### src/rtl/alu_issue_ctrl.sv
// Issue controller for a combinational ALU datapath: accepts one command, drives the
// operands for SETTLE cycles, captures the result and holds it until the consumer takes it.
module alu_issue_ctrl #(
    parameter int unsigned SETTLE = 2
) (
    input  logic       clk,
    input  logic       rst,
    input  logic       cmd_valid,
    output logic       cmd_ready,
    input  logic [5:0] cmd_a,
    input  logic [5:0] cmd_b,
    input  logic [3:0] cmd_sel,
    output logic [5:0] alu_a,
    output logic [5:0] alu_b,
    output logic [3:0] alu_sel,
    input  logic [5:0] alu_x,
    output logic       rsp_valid,
    input  logic       rsp_ready,
    output logic [5:0] rsp_x,
    output logic [3:0] rsp_sel,
    output logic [7:0] op_cnt
);

    // Handshakes: a transfer happens on a rising edge where both valid and ready are high;
    // valid-side data is held stable from valid rising until that edge.

    // A zero settle time would sample before the operands reach the ALU, so it is treated as 1.
    localparam int unsigned SETTLE_EFF = (SETTLE == 0) ? 1 : SETTLE;
    localparam logic [3:0]  WAIT_LOAD  = 4'(SETTLE_EFF - 1);

    typedef enum logic [1:0] {
        IDLE,
        SETTLE_WAIT,
        RESP
    } state_t;

    state_t     state;
    logic [3:0] wait_cnt;

    always_ff @(posedge clk or posedge rst) begin
        if (rst) begin
            state     <= IDLE;
            cmd_ready <= 1'b0;
            rsp_valid <= 1'b0;
            alu_a     <= 6'd0;
            alu_b     <= 6'd0;
            alu_sel   <= 4'd0;
            rsp_x     <= 6'd0;
            rsp_sel   <= 4'd0;
            op_cnt    <= 8'd0;
            wait_cnt  <= 4'd0;
        end else begin
            case (state)
                IDLE: begin
                    if (cmd_valid && cmd_ready) begin
                        alu_a     <= cmd_a;
                        alu_b     <= cmd_b;
                        alu_sel   <= cmd_sel;
                        wait_cnt  <= WAIT_LOAD;
                        cmd_ready <= 1'b0;
                        state     <= SETTLE_WAIT;
                    end else begin
                        // Covers the first edge after reset release as well.
                        cmd_ready <= 1'b1;
                    end
                end
                SETTLE_WAIT: begin
                    if (wait_cnt == 4'd0) begin
                        rsp_x     <= alu_x;
                        rsp_sel   <= alu_sel;
                        rsp_valid <= 1'b1;
                        state     <= RESP;
                    end else begin
                        wait_cnt <= wait_cnt - 4'd1;
                    end
                end
                RESP: begin
                    if (rsp_valid && rsp_ready) begin
                        rsp_valid <= 1'b0;
                        op_cnt    <= op_cnt + 8'd1;
                        cmd_ready <= 1'b1;
                        state     <= IDLE;
                    end
                end
                default: begin
                    state     <= IDLE;
                    cmd_ready <= 1'b0;
                    rsp_valid <= 1'b0;
                end
            endcase
        end
    end

endmodule

### config.mk
export PLATFORM = sky130hd
export DESIGN_NAME = alu_issue_ctrl
export DESIGN_NICKNAME = d
export VERILOG_FILES = /design/src/rtl/alu_issue_ctrl.sv
export SDC_FILE = /design/constraint.sdc
export NUM_CORES = 1
export LEC_CHECK = 0
export ABC_AREA = 1
export CORE_UTILIZATION = 45
export CTS_CLUSTER_DIAMETER = 120
export DETAILED_ROUTE_END_ITERATION = 10
export GPL_ROUTABILITY_DRIVEN = 0
export HOLD_SLACK_MARGIN = 0.1
export PLACE_DENSITY = 0.8
export SYNTH_ARGS = -nofsm -noshare
export SYNTH_HDL_FRONTEND = slang
export SYNTH_SLANG_ARGS = --single-unit
export TNS_END_PERCENT = 100
### constraint.sdc
create_clock -name clk -period 1.6 [get_ports clk]
set_clock_uncertainty 0.1 [all_clocks]
set_input_delay 0.16 -clock clk [delete_from_list [all_inputs] [get_ports clk]]
set_output_delay 0.16 -clock clk [all_outputs]
set_load 0.03 [all_outputs]
## Word level (Yosys, flattened, before mapping)

Cells that the tools add are included.

- Flip-flop bits (word level): 42
- Input bits: 26
- Output and inout port bits: 36
- Word-level logic and storage cells: 45

- Add/sub/neg operators: 2
- Eq/ne operators: 6
- Muxes and demuxes: 13
- Bitwise operators: 2
- Reductions and logical operators: 12

Operator list:

| operator | number |
|---|---|
| $reduce_and 3->1 | 3 |
| $add 8x1->8 const B | 1 |
| $mux 4 | 2 |
| $ne 2x2->1 const B | 4 |
| $pmux 4 s2 | 1 |
| $reduce_and 2->1 | 4 |
| $mux 2 | 3 |
| $pmux 1 s3 | 2 |
| $pmux 2 s3 | 1 |
| $logic_not 4->1 | 1 |
| $mux 1 | 4 |
| $sub 4x1->4 const B | 1 |
| $eq 2x1->1 const B | 1 |
| $eq 2x2->1 const B | 1 |
| $logic_and 1x1->1 | 2 |
| $logic_not 2->1 | 1 |
| $not 1->1 | 2 |
| $reduce_bool 2->1 | 1 |

## Longest topological paths before layout

Gate-level depths: netlist (run 1).

- Word-level depth: 3
- Gate-level depth with buffers: 8
- Gate-level depth less buffers: 7

## Least setup slack after synthesis (run 1)

OpenSTA, ideal clock, no wires.

- Path type: register to register
- Start: reg op_cnt[0]
- End: reg op_cnt[4]
- Library setup time: 0.136 ns
- Arrival time: 1.186 ns
- Data required time: 1.364 ns
- Path slack: 0.178 ns
- Cell stages (with the launch flop): 6
- Buffers on the path: 0
- Clock period less this slack: 1.422 ns
- Cells stage by stage: dfrtp_1 -> ha_1 -> nand3_1 -> xor2_1 -> nand2_1 -> o21ai_0

- Cells in the longest elaborated chain, start to end: 1

Ends and longest elaborated chain:

| item | RTL line | RTL |
|---|---|---|
| from (decl) | 21 | `output logic [7:0] op_cnt` |
| from (signal assigned) | 80 | `op_cnt <= op_cnt + 8'd1;` |
| $add 8x1->8 | 80 |  |

Every way passes these cells.
A chain may end at the register's enable or synchronous reset.

## Final worst setup path (run 1)

- Start: reg wait_cnt[0]
- End: reg wait_cnt[0]

- Cells in the longest elaborated chain, start to end: 3
- Elaborated cells on any way between the ends: 6
- Those cells by class: add/sub: 1; eq/ne: 1; mux: 2; reduce/logical: 2

Ends and longest elaborated chain:

| item | RTL line | RTL |
|---|---|---|
| from (decl) | 38 | `logic [3:0] wait_cnt;` |
| from (signal assigned) | 74 | `wait_cnt <= wait_cnt - 4'd1;` |
| $sub 4x1->4 / $logic_not 4->1 (equally long branches) | 74, 68 |  |
| $mux 4 / $ne 2x2->1 (equally long branches) | n/a |  |
| $pmux 4 s2 / $reduce_and 3->1 (equally long branches) | n/a |  |

Several ways; a longest one is shown, not always the timed one. The select of a mux whose other input is x is not followed.

==> results.json, run 1 <==
{
  "crit_cells": 7,
  "rsz0062_at_grt": "false",
  "critPathKind": "reg -> reg",
  "final-hold-violation-count": 0,
  "finalSetupViolations": 0,
  "ys_async_sr_fraction_pct": 100,
  "core.rowCount": 22,
  "post_cts_buffers": 0,
  "coreArea_um2": 3800,
  "synth.distinct_cells": 19,
  "numClockSinks": 42,
  "synthTopCellsByCount": "nand2_1 (78), dfrtp_1 (42), inv_1 (23), nand3_1 (15), o21ai_0 (15)",
  "crit_buf_inv": 1,
  "drtPass1Iterations": 6,
  "n_fill_cell": 298,
  "grt_antenna_before_repair": 0,
  "cp-end-kind": "flop",
  "multiInputGateArea_um2": 672,
  "yosysTopAreaCellShare_pct": 56.8,
  "drc_errors": 0,
  "diodes": 0,
  "route.detailed.wl_per_inst_um": 11.2,
  "cp_slowest_cell": "dfrtp_1",
  "path_cells": "inv_1 -> ha_1 -> nand2_1 -> nand2_2 -> nand2_2 -> o21ai_0 -> o21ai_0",
  "hpwl_um": 2680,
  "slowest_delay_ps": 380,
  "fp.dieArea_um2": 4370,
  "grt_max_degree": 43,
  "relSlewSlack_pct": 73.9,
  "die_w_um": 66.1,
  "arrival_ps": 1490,
  "cts.path.max_buffers": 2,
  "vias": 1569,
  "cts-htree-levels": 2,
  "routed_wl_um": 3700,
  "yosysWarnings": 0,
  "cts_made_buffers": 5,
  "initial_core_util_pct": 48.7,
  "drt-vias-per-instance": 4.74,
  "hold_path.class": "in -> async",
  "ys_seq_area_share_pct": 56.8,
  "synthToLayoutAreaGrowth_pct": 43.7,
  "setup_tns_ps": 0,
  "drv_slew": 0,
  "r2r_end": "wait_cnt[0]",
  "layout-drive-gt1-share_pct": 7.07,
  "synth-main-ff-cell": "dfrtp_1",
  "synth_edf_count": 0,
  "r2r_cells": 7,
  "cts_tree": "built",
  "rrSetupSlack_ps": 180,
  "irDropWorstVdd_uv": 1060,
  "cp-endpoint": "wait_cnt[0]",
  "powerDensity_nw_per_um2": 1860,
  "netlist_area_um2": 1850,
  "synth.area.top_cells": "dfrtp_1 (57%), nand2_1 (16%), inv_1 (4.7%)",
  "synth.net_count": 244,
  "fin_crit_sh_pct": 88.9,
  "maxCapViolCount": 0,
  "numPortBuffers": 61,
  "crit_path_start_kind": "flop",
  "synth_area_leader_cell": "dfrtp_1",
  "clock_latency_ps": 290,
  "outcome": "finished, final reports clean",
  "fin_util_pct": 70.0,
  "whs_ps": 117,
  "reg2reg_from": "wait_cnt[0]",
  "cts-root-buf": "clkbuf_8",
  "cp_top_family": "flip-flops",
  "die_h_um": 66.1,
  "p_leak_nw": 1.57,
  "ant_nets": 0,
  "synthCells": 216,
  "io_pins": 62,
  "worstSetupStartpoint": "wait_cnt[0]",
  "ff_latch_area_um2": 1050,
  "max_freq_mhz": 703,
  "path_clk_slew_ps": 80,
  "tightest_slew_ps": 390,
  "crit_required_ps": 1670,
  "ys_ff_latch": 42,
  "period_needed_ps": 1420,
  "grt_pass1_vias": 1496,
  "stdcell_count": 331,
  "grtUsageTotal_pct": 19.9,
  "drtIter0Drc": 67,
  "grt_pass1_wl_um": 6400,
  "crit_fanout": 7,
  "dpl.cell_count": 323,
  "grt-ovfl-total": 0,
  "yosysMostFrequentCell": "nand2_1",
  "syn_area_per_cell_um2": 8.57,
  "layout.nets": 310
}
## worst register-to-register path, delay by kind of cell (launching register included)
kind | cells | cell delay, ps
and+or+nand+nor | 3 | 330
buffers and inverters | 1 | 110
AOI/OAI and AO/OA | 2 | 200
DFF | 1 | 380
adders and majority gates | 1 | 190
## cell type report
type	count	area share [%]
clock inverter	1	0.188
sequential	42	39.5
clock buffer	7	3.25
tap	48	2.26
inverter	26	3.67
timing repair buffer	65	25.9
multi-input combinational	142	25.3
## stage by stage
step	area [um2]	power (mW)	setup slack (ps)
2_1_floorplan	1850	3.38	178
3_3_place_gp	2540	4.39	98.5
3_5_place_dp	2540	4.45	62.6
4_1_cts	2610	5.04	0.381
5_1_grt	2660	5.32	20.2
6_report	2660	4.95	178
## what timing repair did
item,CTS,global route
gates resized for setup,18,19
setup endpoints to repair,18,30
hold endpoints to repair,0,0
hold buffers,0,0
## registers in the layout (all words and copies together), names as in the netlist
signal     flops
wait_cnt       4
op_cnt         8
rsp_sel        4
state          2
alu_b          6
cmd_ready      1
alu_a          6
rsp_x          6
rsp_valid      1
alu_sel        4
## worst min path at each step
stage | startpoint | endpoint | slack (ps) | cells after the start
after detailed placement | rsp_sel[2] | rsp_sel[2] | 360 | 2
after CTS | rst | alu_a[0] | 120 | 3
final | rst | op_cnt[6] | 120 | 3
after global placement | rsp_sel[1] | rsp_sel[1] | 360 | 2
after global routing | rst | alu_b[4] | 140 | 3
after floorplan | cmd_a[3] | alu_a[3] | 190 | 2
## cells by family (layout without fill, tap and decap cells)
| logic type | Yosys count | count (layout) | synth area share, % |
|---|---|---|---|
| AOI/OAI and AO/OA | 21 | 21 | 5.68 |
| xor gates and xnor gates | 5 | 5 | 2.37 |
| adders and majority gates | 2 | 2 | 1.35 |
| buffers and inverters | 32 | 99 | 7.03 |
| DFF | 42 | 42 | 56.8 |
| and+or+nand+nor | 114 | 114 | 26.8 |
## power by group
part	internal (mW)	total [mW]	switching [mW]
combinational	0.910	2.45	1.54
clock	0.348	0.696	0.348
sequential	1.50	1.80	0.299
total	2.76	4.95	2.19
## cells in the final DEF (no fill, tap or decap)
cell type        instances
nand4_1                  1
nand2_1                 77
o21ai_0                 15
ha_1                     2
clkinv_2                 1
dfrtp_1                 42
clkbuf_1                 1
inv_2                    3
nand2_2                  3
inv_1                   23
nor2_4                   1
nand3_2                  1
nand3b_1                 4
xnor2_1                  2
o21ai_1                  6
nand3_1                 15
buf_4                    2
dlygate4sd2_1           18
clkdlybuf4s50_1         25
nor3_4                   1
nor2_1                  11
buf_12                   2
clkbuf_8                 6
dlymetal6s2s_1          18
xor2_1                   3
## per-layer routing
layer | up-vias | global-route usage (%) | share of wire [%]
met5 | - | 0 | 0
met4 | 0 | 7.45 | 1.1
met3 | 5 | 8.10 | 7.8
met2 | 46 | 32.4 | 49
met1 | 714 | 23.4 | 43
li1 | 804 | - | -
Power figures use the tool's default switching activity.
==> inputs of run 2 (changes only) <==
--- a/config.mk
+++ b/config.mk
@@ -6,6 +6,7 @@
 export NUM_CORES = 1
 export LEC_CHECK = 0
 export ABC_AREA = 1
+export CORE_ASPECT_RATIO = 0.6
 export CORE_UTILIZATION = 45
 export CTS_CLUSTER_DIAMETER = 120
 export DETAILED_ROUTE_END_ITERATION = 10
==> results.json, run 2 (synthesized netlist as in run 1, its figures left out) <==
{
  "synthToLayoutAreaGrowth_pct": 43.3,
  "wl_met3_um": 332,
  "largest_reg_flops": 8,
  "outcome": "finished with violations",
  "final-hold-violation-count": 0,
  "cts.path.max_buffers": 2,
  "crit_fanout": 2,
  "route.detailed.wl_per_inst_um": 12.0,
  "vias": 1563,
  "switchingPower_mw": 2.26,
  "path_clk_slew_ps": 80,
  "p_leak_nw": 1.52,
  "dr.max_layer_used": "met4",
  "clkPwrFrac_pct": 13.5,
  "tightest_slew_ps": 392,
  "period_needed_ps": 1560,
  "coreArea_um2": 3810,
  "crit_required_ps": 1340,
  "hpwl_um": 2870,
  "whs_ps": 106,
  "initial_core_util_pct": 48.6,
  "drc_errors": 2,
  "ant_nets": 0,
  "diodes": 0,
  "p_sw_share_pct": 45.5,
  "crit_cells": 1,
  "core.rowCount": 17,
  "n_fill_cell": 299,
  "p_int_mw": 2.72,
  "fp.dieArea_um2": 4380,
  "cp_slowest_cell": "clkdlybuf4s50_1",
  "layout.nets": 311,
  "layout_commonest_cell": "nand2_1",
  "routed_wl_um": 3980,
  "drtIter0Drc": 86,
  "rsz0062_at_grt": "false",
  "crit_path_start_kind": "flop",
  "stdcell_count": 331,
  "setup_tns_ps": 0,
  "clock_latency_ps": 290,
  "fin_crit_sh_pct": 97.6,
  "r2r_cells": 5,
  "max_flop_register": "op_cnt",
  "wl_met2_um": 1750,
  "cts_made_buffers": 5,
  "drtPass1Iterations": 7,
  "drv_slew": 0,
  "relSlewSlack_pct": 73.8,
  "grtUsageTotal_pct": 20.5,
  "maxCapViolCount": 0,
  "finalSetupViolations": 0,
  "grt-ovfl-total": 0,
  "io_pins": 62,
  "drt-vias-per-instance": 4.72,
  "die_w_um": 84.8,
  "grt_antenna_before_repair": 0,
  "irDropWorstVdd_uv": 1030,
  "layout-drive-gt1-share_pct": 7.75,
  "comb_power_share_pct": 50.3,
  "numClockSinks": 42,
  "cts-root-buf": "clkbuf_8",
  "cp-end-kind": "primary output",
  "slowest_delay_ps": 660,
  "cts-htree-levels": 2,
  "grt_pass1_wl_um": 6830,
  "critPathKind": "reg -> out",
  "path_cells": "clkdlybuf4s50_1",
  "arrival_ps": 1300,
  "max_freq_mhz": 640,
  "wl_met1_um": 1890,
  "cts_tree": "built",
  "cts_hold_buf": 0,
  "crit_buf_inv": 1,
  "grt_max_degree": 43,
  "fin_util_pct": 69.6,
  "post_cts_buffers": 0,
  "final_cell_mix": "nand2_1 (77), dfrtp_1 (42), clkdlybuf4s50_1 (26)",
  "violations": "design-rule violations",
  "grt_pass1_vias": 1506,
  "cp_top_family": "buffers and inverters",
  "powerDensity_nw_per_um2": 1880,
  "seqPwrFrac_pct": 36.2,
  "power.total_mw": 4.98,
  "dpl.cell_count": 323,
  "numPortBuffers": 61,
  "die_h_um": 51.7,
  "hold_path.class": "in -> async"
}
## run 2: changes by cell type in the layout (fill, tap and decap cells not counted), sizes merged, moves of 2 or more
cell | previous run | this run
clkbuf | 7 | 5
clkinv | 1 | 3
dlygate4sd2 | 18 | 21
dlymetal6s2s | 18 | 14
## run 2: per-layer routing
layer / up-vias / track usage, %
met4: 0 / 5.37
li1: 801 / -
met2: 49 / 31.0
met1: 711 / 27.8
met3: 2 / 7.78
met5: - / 0
## run 2: final cells by class
| cell class | instances | area (um2) | share of cell area [%] |
|---|---|---|---|
| Clock buffer | 5 | 68.8 | 2.60 |
| Clock inverter | 3 | 21.3 | 0.802 |
| Inverter | 26 | 97.6 | 3.68 |
| Multi-Input combinational cell | 142 | 672 | 25.3 |
| Sequential cell | 42 | 1050 | 39.6 |
| Tap cell | 47 | 58.8 | 2.22 |
| Timing Repair Buffer | 66 | 682 | 25.7 |
## run 2: power by group through the flow
stage	Combinational [mW]	Sequential, mW	Clock [mW]
after floorplan	0.853	2.53	0
after global placement	2.61	1.82	0
after detailed placement	2.67	1.82	0
after CTS	2.55	1.81	0.694
after global routing	2.73	1.86	0.738
final	2.50	1.80	0.674
## run 2: path summary, 6_finish.rpt
check | from | to | slack [ps]
min reg2reg | rsp_x[0] | rsp_x[0] | 370
max | alu_b[1] | alu_b[1] | 40
min in group clk | cmd_a[3] | alu_a[3] | 300
min | rst | wait_cnt[2] | 110
max in group asynchronous | rst | alu_sel[3] | 1100
max reg2reg | state[1] | alu_b[3] | 140
## run 2: repair_timing
action | in CTS | in global routing
setup endpoints to repair | 21 | 25
hold endpoints to repair | 0 | 0
gates resized for setup | 21 | 15
## run 2: metrics by stage
step,setup WS [ps],area (um2)
after floorplan,178,1850
after global placement,91.3,2550
after detailed placement,38.2,2550
after CTS,0.509,2610
after global routing,1.64,2650
final,38.2,2650
